--- src/rtl/stdout_sched_pkg.sv ---
// Shared types and constants for the stdout scheduler: FSM encoding, ASCII
// line-ending codes and a pointer-width helper for the FIFO.
package stdout_sched_pkg;

  typedef enum logic [1:0] {
    IDLE  = 2'd0,
    START = 2'd1,
    BUSY  = 2'd2
  } state_t;

  localparam logic [7:0] ASCII_LF = 8'h0A;
  localparam logic [7:0] ASCII_CR = 8'h0D;

  function automatic int ptr_width(input int depth);
    return (depth > 1) ? $clog2(depth) : 1;
  endfunction

endpackage

--- src/rtl/sync_fifo.sv ---
// DEPTH x 8 register FIFO with push/pop, full/empty flags and an occupancy
// count. A push while full is accepted only when a pop frees a slot that cycle.
module sync_fifo
  import stdout_sched_pkg::*;
#(
  parameter int DEPTH = 16
) (
  input  logic                          clk,
  input  logic                          reset,
  input  logic                          push,
  input  logic                          pop,
  input  logic [7:0]                    wdata,
  output logic [7:0]                    rdata,
  output logic                          full,
  output logic                          empty,
  output logic [ptr_width(DEPTH):0]     count
);

  localparam int PW = ptr_width(DEPTH);

  logic [7:0]    mem [DEPTH];
  logic [PW-1:0] wr_ptr;
  logic [PW-1:0] rd_ptr;
  logic [PW:0]   next_count;
  logic          wr_en;
  logic          rd_en;

  assign full  = (count == DEPTH[PW:0]);
  assign empty = (count == '0);
  assign rd_en = pop && !empty;
  assign wr_en = push && (!full || rd_en);
  assign rdata = mem[rd_ptr];

  // NOTE: every variable assigned in always_comb gets a default first, so no path can infer a latch.
  always_comb begin
    next_count = count;
    if (wr_en && !rd_en) begin
      next_count = count + (PW+1)'(1);
    end else if (rd_en && !wr_en) begin
      next_count = count - (PW+1)'(1);
    end
  end

  // NOTE: the storage array is deliberately not reset; pointers and count define validity, and a reset-free array maps to plain RAM/flops without a reset tree.
  always_ff @(posedge clk) begin
    if (wr_en) begin
      mem[wr_ptr] <= wdata;
    end
  end

  // NOTE: sequential state uses non-blocking assignments so every flop samples pre-edge values.
  always_ff @(posedge clk or posedge reset) begin
    if (reset) begin
      wr_ptr <= '0;
      rd_ptr <= '0;
      count  <= '0;
    end else begin
      if (wr_en) wr_ptr <= wr_ptr + PW'(1);
      if (rd_en) rd_ptr <= rd_ptr + PW'(1);
      count <= next_count;
    end
  end

endmodule

--- src/rtl/stdout_sched.sv ---
// Buffers core stdout strobes in a FIFO and drains them to uart_tx over the
// start/ready handshake. Define STDOUT_CRLF_EN to expand LF into CR LF.
module stdout_sched
  import stdout_sched_pkg::*;
#(
  parameter int DEPTH       = 16,
  parameter int STALL_LEVEL = 14,
  parameter int CNT_WIDTH   = 16
) (
  input  logic                 clk,
  input  logic                 reset,
  input  logic [7:0]           stdout,
  input  logic                 stdout_en,
  output logic                 cpu_en,
  output logic [7:0]           tx_data,
  output logic                 tx_start,
  input  logic                 tx_ready,
  output logic                 overflow,
  output logic [CNT_WIDTH-1:0] sent_count
);

  localparam int PW = ptr_width(DEPTH);
  localparam logic [PW:0] STALL_CNT = STALL_LEVEL[PW:0];

  state_t      state;
  logic        en_q;
  logic        push;
  logic        push_ok;
  logic        pop;
  logic [7:0]  head;
  logic        full;
  logic        empty;
  logic [PW:0] count;
  logic [PW:0] next_count;

  assign push    = stdout_en && !en_q;
  assign push_ok = push && (!full || pop);

`ifdef STDOUT_CRLF_EN
  logic       pend_valid;
  logic [7:0] pend_data;
  // A held LF takes priority over fresh FIFO bytes.
  assign pop = (state == IDLE) && tx_ready && !empty && !pend_valid;
`else
  assign pop = (state == IDLE) && tx_ready && !empty;
`endif

  sync_fifo #(.DEPTH(DEPTH)) u_fifo (
    .clk   (clk),
    .reset (reset),
    .push  (push),
    .pop   (pop),
    .wdata (stdout),
    .rdata (head),
    .full  (full),
    .empty (empty),
    .count (count)
  );

  // Occupancy after this edge; drives the registered stall so the core
  // stops with enough headroom for one strobe already in flight.
  always_comb begin
    next_count = count;
    case ({push_ok, pop})
      2'b10:   next_count = count + (PW+1)'(1);
      2'b01:   next_count = count - (PW+1)'(1);
      default: next_count = count;
    endcase
  end

  always_ff @(posedge clk or posedge reset) begin
    if (reset) begin
      en_q     <= 1'b0;
      cpu_en   <= 1'b1;
      overflow <= 1'b0;
    end else begin
      en_q   <= stdout_en;
      cpu_en <= (next_count < STALL_CNT);
      if (push && full && !pop) overflow <= 1'b1;
    end
  end

  always_ff @(posedge clk or posedge reset) begin
    if (reset) begin
      state      <= IDLE;
      tx_start   <= 1'b0;
      tx_data    <= 8'h00;
      sent_count <= '0;
`ifdef STDOUT_CRLF_EN
      pend_valid <= 1'b0;
      pend_data  <= 8'h00;
`endif
    end else begin
      case (state)
        IDLE: begin
`ifdef STDOUT_CRLF_EN
          if (pend_valid && tx_ready) begin
            tx_data    <= pend_data;
            pend_valid <= 1'b0;
            tx_start   <= 1'b1;
            state      <= START;
          end else if (pop) begin
            if (head == ASCII_LF) begin
              tx_data    <= ASCII_CR;
              pend_data  <= ASCII_LF;
              pend_valid <= 1'b1;
            end else begin
              tx_data <= head;
            end
            tx_start <= 1'b1;
            state    <= START;
          end
`else
          if (pop) begin
            tx_data  <= head;
            tx_start <= 1'b1;
            state    <= START;
          end
`endif
        end
        START: begin
          // uart_tx acknowledges by dropping ready; only then is the byte counted.
          if (!tx_ready) begin
            tx_start   <= 1'b0;
            sent_count <= sent_count + CNT_WIDTH'(1);
            state      <= BUSY;
          end
        end
        BUSY: begin
          if (tx_ready) state <= IDLE;
        end
        default: state <= IDLE;
      endcase
    end
  end

endmodule

--- config.mk ---
export PLATFORM = sky130hd
export DESIGN_NAME = stdout_sched
export DESIGN_NICKNAME = d
export VERILOG_FILES = /design/src/rtl/stdout_sched_pkg.sv /design/src/rtl/sync_fifo.sv /design/src/rtl/stdout_sched.sv
export SDC_FILE = /design/constraint.sdc
export NUM_CORES = 1
export LEC_CHECK = 0
export BUFFER_PORTS_ARGS = -buffer_cell sky130_fd_sc_hd__buf_2
export CAP_MARGIN = 20
export CORE_ASPECT_RATIO = 0.6
export CORE_MARGIN = 2
export CORE_UTILIZATION = 45
export CTS_CLUSTER_SIZE = 10
export DETAILED_ROUTE_END_ITERATION = 6
export PLACE_DENSITY = 0.72
export SLEW_MARGIN = 20
export SYNTH_ARGS = -nofsm -noshare
export SYNTH_HDL_FRONTEND = slang
export SYNTH_SLANG_ARGS = --single-unit
--- constraint.sdc ---
create_clock -name clk -period 3.1 [get_ports clk]
set_input_delay 0.465 -clock clk [delete_from_list [all_inputs] [get_ports clk]]
set_output_delay 0.465 -clock clk [all_outputs]
set_load 0.02 [all_outputs]
; ---- Yosys cells after proc, flatten, opt, wreduce, memory -nomap -nowiden
; Memories as Yosys holds them, arrays and structs flattened. A register that Yosys moved wholly into a read port is not among the register bits.
; Cells that the tools add are included.
[op_classes]
n_addsub = 5
multipliers = 0
n_div = 0
n_lt_le_gt_ge = 1
eq_ne = 8
shifts = 0
muxes = 12
bitwise_logic = 1
n_reduce_logical = 26
[ops]
columns = operator, n
row1 = adder 16 x 1 -> 16 bit (second input constant), 1
row2 = logical AND 1 bit, 10
row3 = two-way mux 5 bit, 2
row4 = one-hot mux 5 bit (2 select lines), 1
row5 = adder 4 x 1 -> 4 bit (second input constant), 2
row6 = zero test 1 bit, 6
row7 = two-way mux 2 bit, 3
row8 = inequality test 2 bit (second input constant), 3
row9 = one-hot mux 2 bit (3 select lines), 1
row10 = AND reduction 3 bit, 2
row11 = adder 5 x 1 -> 5 bit (second input constant), 1
row12 = == test 5 bit (second input constant), 1
row13 = zero test 5 bit, 1
row14 = less-than comparator 5 x 4 -> 1 bit (second input constant), 1
row15 = subtractor 5 x 1 -> 5 bit (second input constant), 1
row16 = == test 2 x 1 -> 1 bit (second input constant), 2
row17 = == test 2 bit (second input constant), 2
row18 = two-way mux 1 bit, 4
row19 = AND reduction 2 bit, 2
row20 = nonzero test 2 bit, 2
row21 = zero test 2 bit, 1
row22 = logical OR 1 bit, 2
row23 = one-hot mux 1 bit (2 select lines), 1
row24 = NOT 1 bit, 1
[totals]
regBits = 35
latch_bits = 0
mem_bits_rw = 128
romBits = 0
in_bits = 12
out_inout_bits = 27
wordCells = 63
memories = 1
[mem_list]
columns = memory, depth, word_bits, read_ports, rd_clocked_by_memory_dff, wr, line_no
row1 = u_fifo.mem, 16, 8, 1, 1, 1, sync_fifo.sv:21  ; logic [7:0] mem [DEPTH];

; ---- Longest topological paths before layout
[depth]
depth_word = 10
ltp_mapped = 12
ltp_nobuf = 10

; ---- Modules after synthesis
; A second synthesis with hierarchy kept.
[unflattened]
hier_cells = 443
area_unflattened_um2 = 7189.4
[by_module_without_submodules]
columns = module, instances, cells_each, area_per_inst_um2, seq_area_each_um2
row1 = sync_fifo, 1, 320, 5740.5, 4169.0
row2 = stdout_sched, 1, 123, 1448.9, 752.0

; ---- Least setup slack after synthesis
; No wires, ideal clock.
[synth_timing]
path_kind = reg-to-reg
from = reg u_fifo.count[0]
to = mem u_fifo.mem[4][0], enable pin
setup_time_ns = 0.385
t_arrival_ns = 2.222
required_time_ns = 2.715
path_slack_ns = 0.493
path_stages_with_launch = 10
n_path_buf = 2
synth_period_minus_slack_ns = 2.607
path_cell_list = dfrtp_1 > clkbuf_1 > inv_1 > ha_1 > nand4bb_1 > o21ai_1 > inv_2 > buf_2 > nand2_1 > nor3b_1
[synth_via]
elab_chain_cells = 8
elab_cells_between_ends = 10
classes_between = eq/ne (1) / mux (2) / reduce/logical (7)
[synth_lines]
columns = item, line_no
row1 = from (decl), sync_fifo.sv:16  ; output logic [ptr_width(DEPTH):0] count
row2 = from (signal assigned), sync_fifo.sv:60  ; count <= next_count;
row3 = zero test 5 bit, sync_fifo.sv:29  ; assign empty = (count == '0);
row4 = zero test 1 bit, "sync_fifo.sv:30, stdout_sched.sv:45"
row5 = logical AND 1 bit, stdout_sched.sv:45  ; assign pop = (state == IDLE) && tx_ready && !empty;
row6 = logical AND 1 bit, sync_fifo.sv:30  ; assign rd_en = pop && !empty;
row7 = logical OR 1 bit *, sync_fifo.sv:31  ; assign wr_en = push && (!full || rd_en);
row8 = logical AND 1 bit *, sync_fifo.sv:31
row9 = via u_fifo.wr_en, sync_fifo.sv:25  ; logic wr_en;
row10 = two-way mux 1 bit *, sync_fifo.sv:46  ; if (wr_en) begin
row11 = two-way mux 1 bit (implied by the code) *, sync_fifo.sv:47  ; mem[wr_ptr] <= wdata;
row12 = to (decl), sync_fifo.sv:21
; Mark *: on every way through the listed nets, which the timed path passes. The rest lies on a longest branch.

; ---- Worst setup path in the final report
[layout_timing]
from = reg u_fifo.count[0]
to = reg cpu_en
[layout_via]
elab_chain_cells = 8
elab_cells_between_ends = 13
classes_between = add/sub (2) / order compare (1) / eq/ne (3) / mux (1) / reduce/logical (6)
[layout_lines]
columns = item, line_no
row1 = zero test 5 bit, sync_fifo.sv:29
row2 = zero test 1 bit, stdout_sched.sv:45
row3 = logical AND 1 bit, stdout_sched.sv:45
row4 = logical OR 1 bit, stdout_sched.sv:37  ; assign push_ok = push && (!full || pop);
row5 = logical AND 1 bit, stdout_sched.sv:37
row6 = == test 2 x 1 -> 1 bit or == test 2 bit (tied branches), stdout_sched.sv:64  ; case ({push_ok, pop})
row7 = one-hot mux 5 bit (2 select lines) *, stdout_sched.sv:64
row8 = less-than comparator 5 x 4 -> 1 bit *, stdout_sched.sv:78  ; cpu_en <= (next_count < STALL_CNT);
row9 = to (signal assigned), stdout_sched.sv:78
row10 = to (decl), stdout_sched.sv:14  ; output logic cpu_en,
; Every way passes the cells marked *; elsewhere a longest branch is shown, timed or not.
; A chain may end at the register's enable or synchronous reset.

==> results.toml <==
[floorplan]
die_y_um = 102
design.core.area_um2 = 15500
die-area_um2 = 16900
rows = 35
die_x_um = 167
io_pins = 39
initial_core_util_pct = 46.3

[timing]
skew_ps = 13.3
fin_ws_ps = 397
fin_tns_setup_ps = 0
fmax_mhz = 370
hold_viol_final = 0
period_needed_ps = 2700
fin_crit_sh_pct = 87.2
slew_viol_final = 0
tightestPinTransition_ps = 916
rsz0062_at_grt = "no"
setup_viol_count_final = 0
timing.slew.headroom_pct = 38.9

[global_route]
grt_use_total_pct = 17.9
grt_pass1_vias = 3783
grt_overflow = 0
grt_max_degree = 28
grt_antenna_before_repair = 0
grt_pass1_wl_mm = 22.1

[power]
p_leak_nw = 3.03
p_per_area_nw_per_um2 = 884
peakVddDrop_v = 0.000441

[critical_path]
critPathKind = "reg2reg"
critPathSlowestCell = "dfrtp_1"
r2r_cells = 10
slowest_delay_ps = 480
required_ps = 3430
path_cells = "inv_1 -> ha_1 -> nand4bb_1 -> o21ai_1 -> inv_1 -> ha_1 -> and4b_1 -> a211oi_1 -> o21ai_0 -> a32oi_1"
cp-end-kind = "register"
arrival_ps = 3030
start_kind = "register"
critPathMaxFanout = 9

[flow_run]
cap_violations = 0

[clocking]
clockBufferDepth = 2
htree_levels = 4
worstSkewPairLatency_ps = 420
cts_resized = 0
postCtsSetupBuffers = 0
clkSlewWorstSetupHoldPaths_ps = 70
clkSinkCount = 171
cts_buffers = 17
ctsRootBufferMaster = "clkbuf_16"
cts_tree = "yes"
cts-hold-fix-buffers = 0

[drt]
drc = 0
wl_mm = 14.2
vias_per_cell = 5.69
drt_iter0_markers = 385
wire_per_inst_um = 20.8
first_pass_iters = 5
num_vias = 3884
antenna_left = 0

[synthesis]
synth_commonest_cells = "edfxtp_1 (128), dfrtp_1 (42), mux4_2 (24)"
yosysUniqueCellTypes = 51
ys_seq_area_share_pct = 68.8
syn_nets = 437
synth_top_area_share_pct = 53.8
yosysTopAreaCell = "edfxtp_1"
yosysMostFrequentCell = "edfxtp_1"
syn_area_um2 = 7150
synth-edff-count = 128
synth_top_flop_cell = "edfxtp_1"
syn_area_per_cell_um2 = 17.3
synthCells = 414
async_flop_share_pct = 25.1
synth_warnings = 0
synthTopCellsByArea = "edfxtp_1 (54%), dfrtp_1 (15%), mux4_2 (7.6%), mux4_1 (2.9%), xnor2_1 (2.4%)"
synth-seq-cells = 171

[cells_and_area]
syn_to_final_growth_pct = 14.8
num_antenna_cells = 0
nets = 490
drive_above_1_share_pct = 25.4
ff_latch_area_um2 = 4920
multi_input_area_um2 = 2070
fillers = 1215

[placement]
place_ws_ps = 495
hpwl_mm = 9.17
gp_congestion = 0.753
port_buffers = 38

[worst_hold_path]
hold_path.class = "in2async"

[status]
status = "completed"
[registers in the layout, summed over array words and instances (netlist names)]
| signal | count |
|---|---|
| u_fifo.mem | 128 |
| sent_count | 16 |
| tx_data | 8 |
| u_fifo.count | 5 |
| u_fifo.rd_ptr | 4 |
| u_fifo.wr_ptr | 4 |
| state | 2 |
| cpu_en | 1 |
| en_q | 1 |
| overflow | 1 |
| tx_start | 1 |
[routing by layer]
layer	part of all wire [%]	vias to the layer above	wire length (um)	track usage, %
met3	5.7	10	807	4.10
met1	48	2009	6790	26.4
met4	0.68	0	97	4.97
met5	0	-	0	0
li1	-	1725	-	-
met2	46	140	6520	27.1
[critical path, delay by kind of cell, from the launching register on]
kind                       cells  cell delay (ps)
AOI/OAI and AO/OA              4             1040
and+or+nand+nor                2              410
DFF                            1              480
adders and majority gates      2              500
buffers and inverters          2              190
[worst paths after layout]
path / start / to / slack [ps]
worst max-delay path: u_fifo.count[0]$_DFFE_PP0P_ / cpu_en$_DFF_PP1_ / 400
worst min-delay path: reset / tx_data[4]$_DFFE_PP0P_ / 100
worst max register to register: u_fifo.count[0]$_DFFE_PP0P_ / cpu_en$_DFF_PP1_ / 400
worst min register to register: overflow$_DFFE_PP0P_ / overflow$_DFFE_PP0P_ / 460
max in group asynchronous: reset / cpu_en$_DFF_PP1_ / 2240
min in group clk: stdout_en / en_q$_DFF_PP0_ / 170
[per-stage QoR]
stage	cells	area, um^2	hold WS [ps]	utilization, %	power (mW)
after floorplan	414	7150	496	-	4.67
after global placement	651	7630	443	49.4	5.14
after detailed placement	651	7630	450	49.4	5.23
after CTS	683	8210	113	53.1	7.30
after global routing	683	8210	132	53.1	7.62
final	683	8210	98.2	53.1	7.26
[power breakdown]
group / switching (mW) / internal [mW]
logic: 0.976 / 1.01
registers: 0.449 / 2.76
clock network: 0.927 / 1.14
[layout by cell type (no fill, tap or decap), types with 2 or more instances in the layout]
| master | Yosys | routed |
|---|---|---|
| dfrtp_1 | 42 | 41 |
| nand4bb_1 | 2 | 2 |
| buf_2 | 7 | 38 |
| buf_4 | 2 | 16 |
| nor2_1 | 10 | 10 |
| mux4_1 | 8 | 8 |
| and3_1 | 5 | 5 |
| and4_1 | 4 | 4 |
| nor2b_1 | 10 | 10 |
| nor4b_2 | 0 | 4 |
| a22o_1 | 8 | 8 |
| a211o_1 | 8 | 8 |
| mux4_2 | 24 | 24 |
| inv_2 | 2 | 3 |
| o21a_1 | 2 | 2 |
| edfxtp_1 | 128 | 128 |
| nand3_1 | 5 | 5 |
| a21boi_0 | 2 | 2 |
| nor3b_1 | 5 | 5 |
| nor4_1 | 2 | 2 |
| mux2i_1 | 9 | 9 |
| nand4_1 | 8 | 8 |
| a211oi_1 | 2 | 2 |
| clkbuf_16 | 0 | 17 |
| inv_8 | 0 | 3 |
| o21ai_0 | 9 | 9 |
| clkinvlp_4 | 0 | 3 |
| a21oi_1 | 9 | 9 |
| nand2_1 | 17 | 17 |
| xor2_1 | 8 | 8 |
| inv_6 | 0 | 6 |
| ha_1 | 11 | 11 |
| inv_1 | 12 | 11 |
| xnor2_1 | 20 | 20 |
[cell type report]
class | count | share of cell area, %
repair buffers | 55 | 4.02
clock inverters | 14 | 1.80
well taps | 203 | 3.09
inverters | 14 | 0.640
clock buffers | 18 | 5.23
flip-flops and latches | 171 | 60.0
multi-input cells | 208 | 25.2
[cells by family (layout without fill, tap and decap cells)]
logic type      after synthesis  in the layout  synth area share, %
flops                       171            171                 68.8
simple gates                 80             80                 6.72
compound gates               47             47                 4.64
mux                          42             42                 11.9
buf+inv                      35            101                 2.55
xor+xnor                     28             28                 3.43
fa+ha+maj                    11             11                 1.92
No activity file was read; power rests on OpenSTA's default activity.
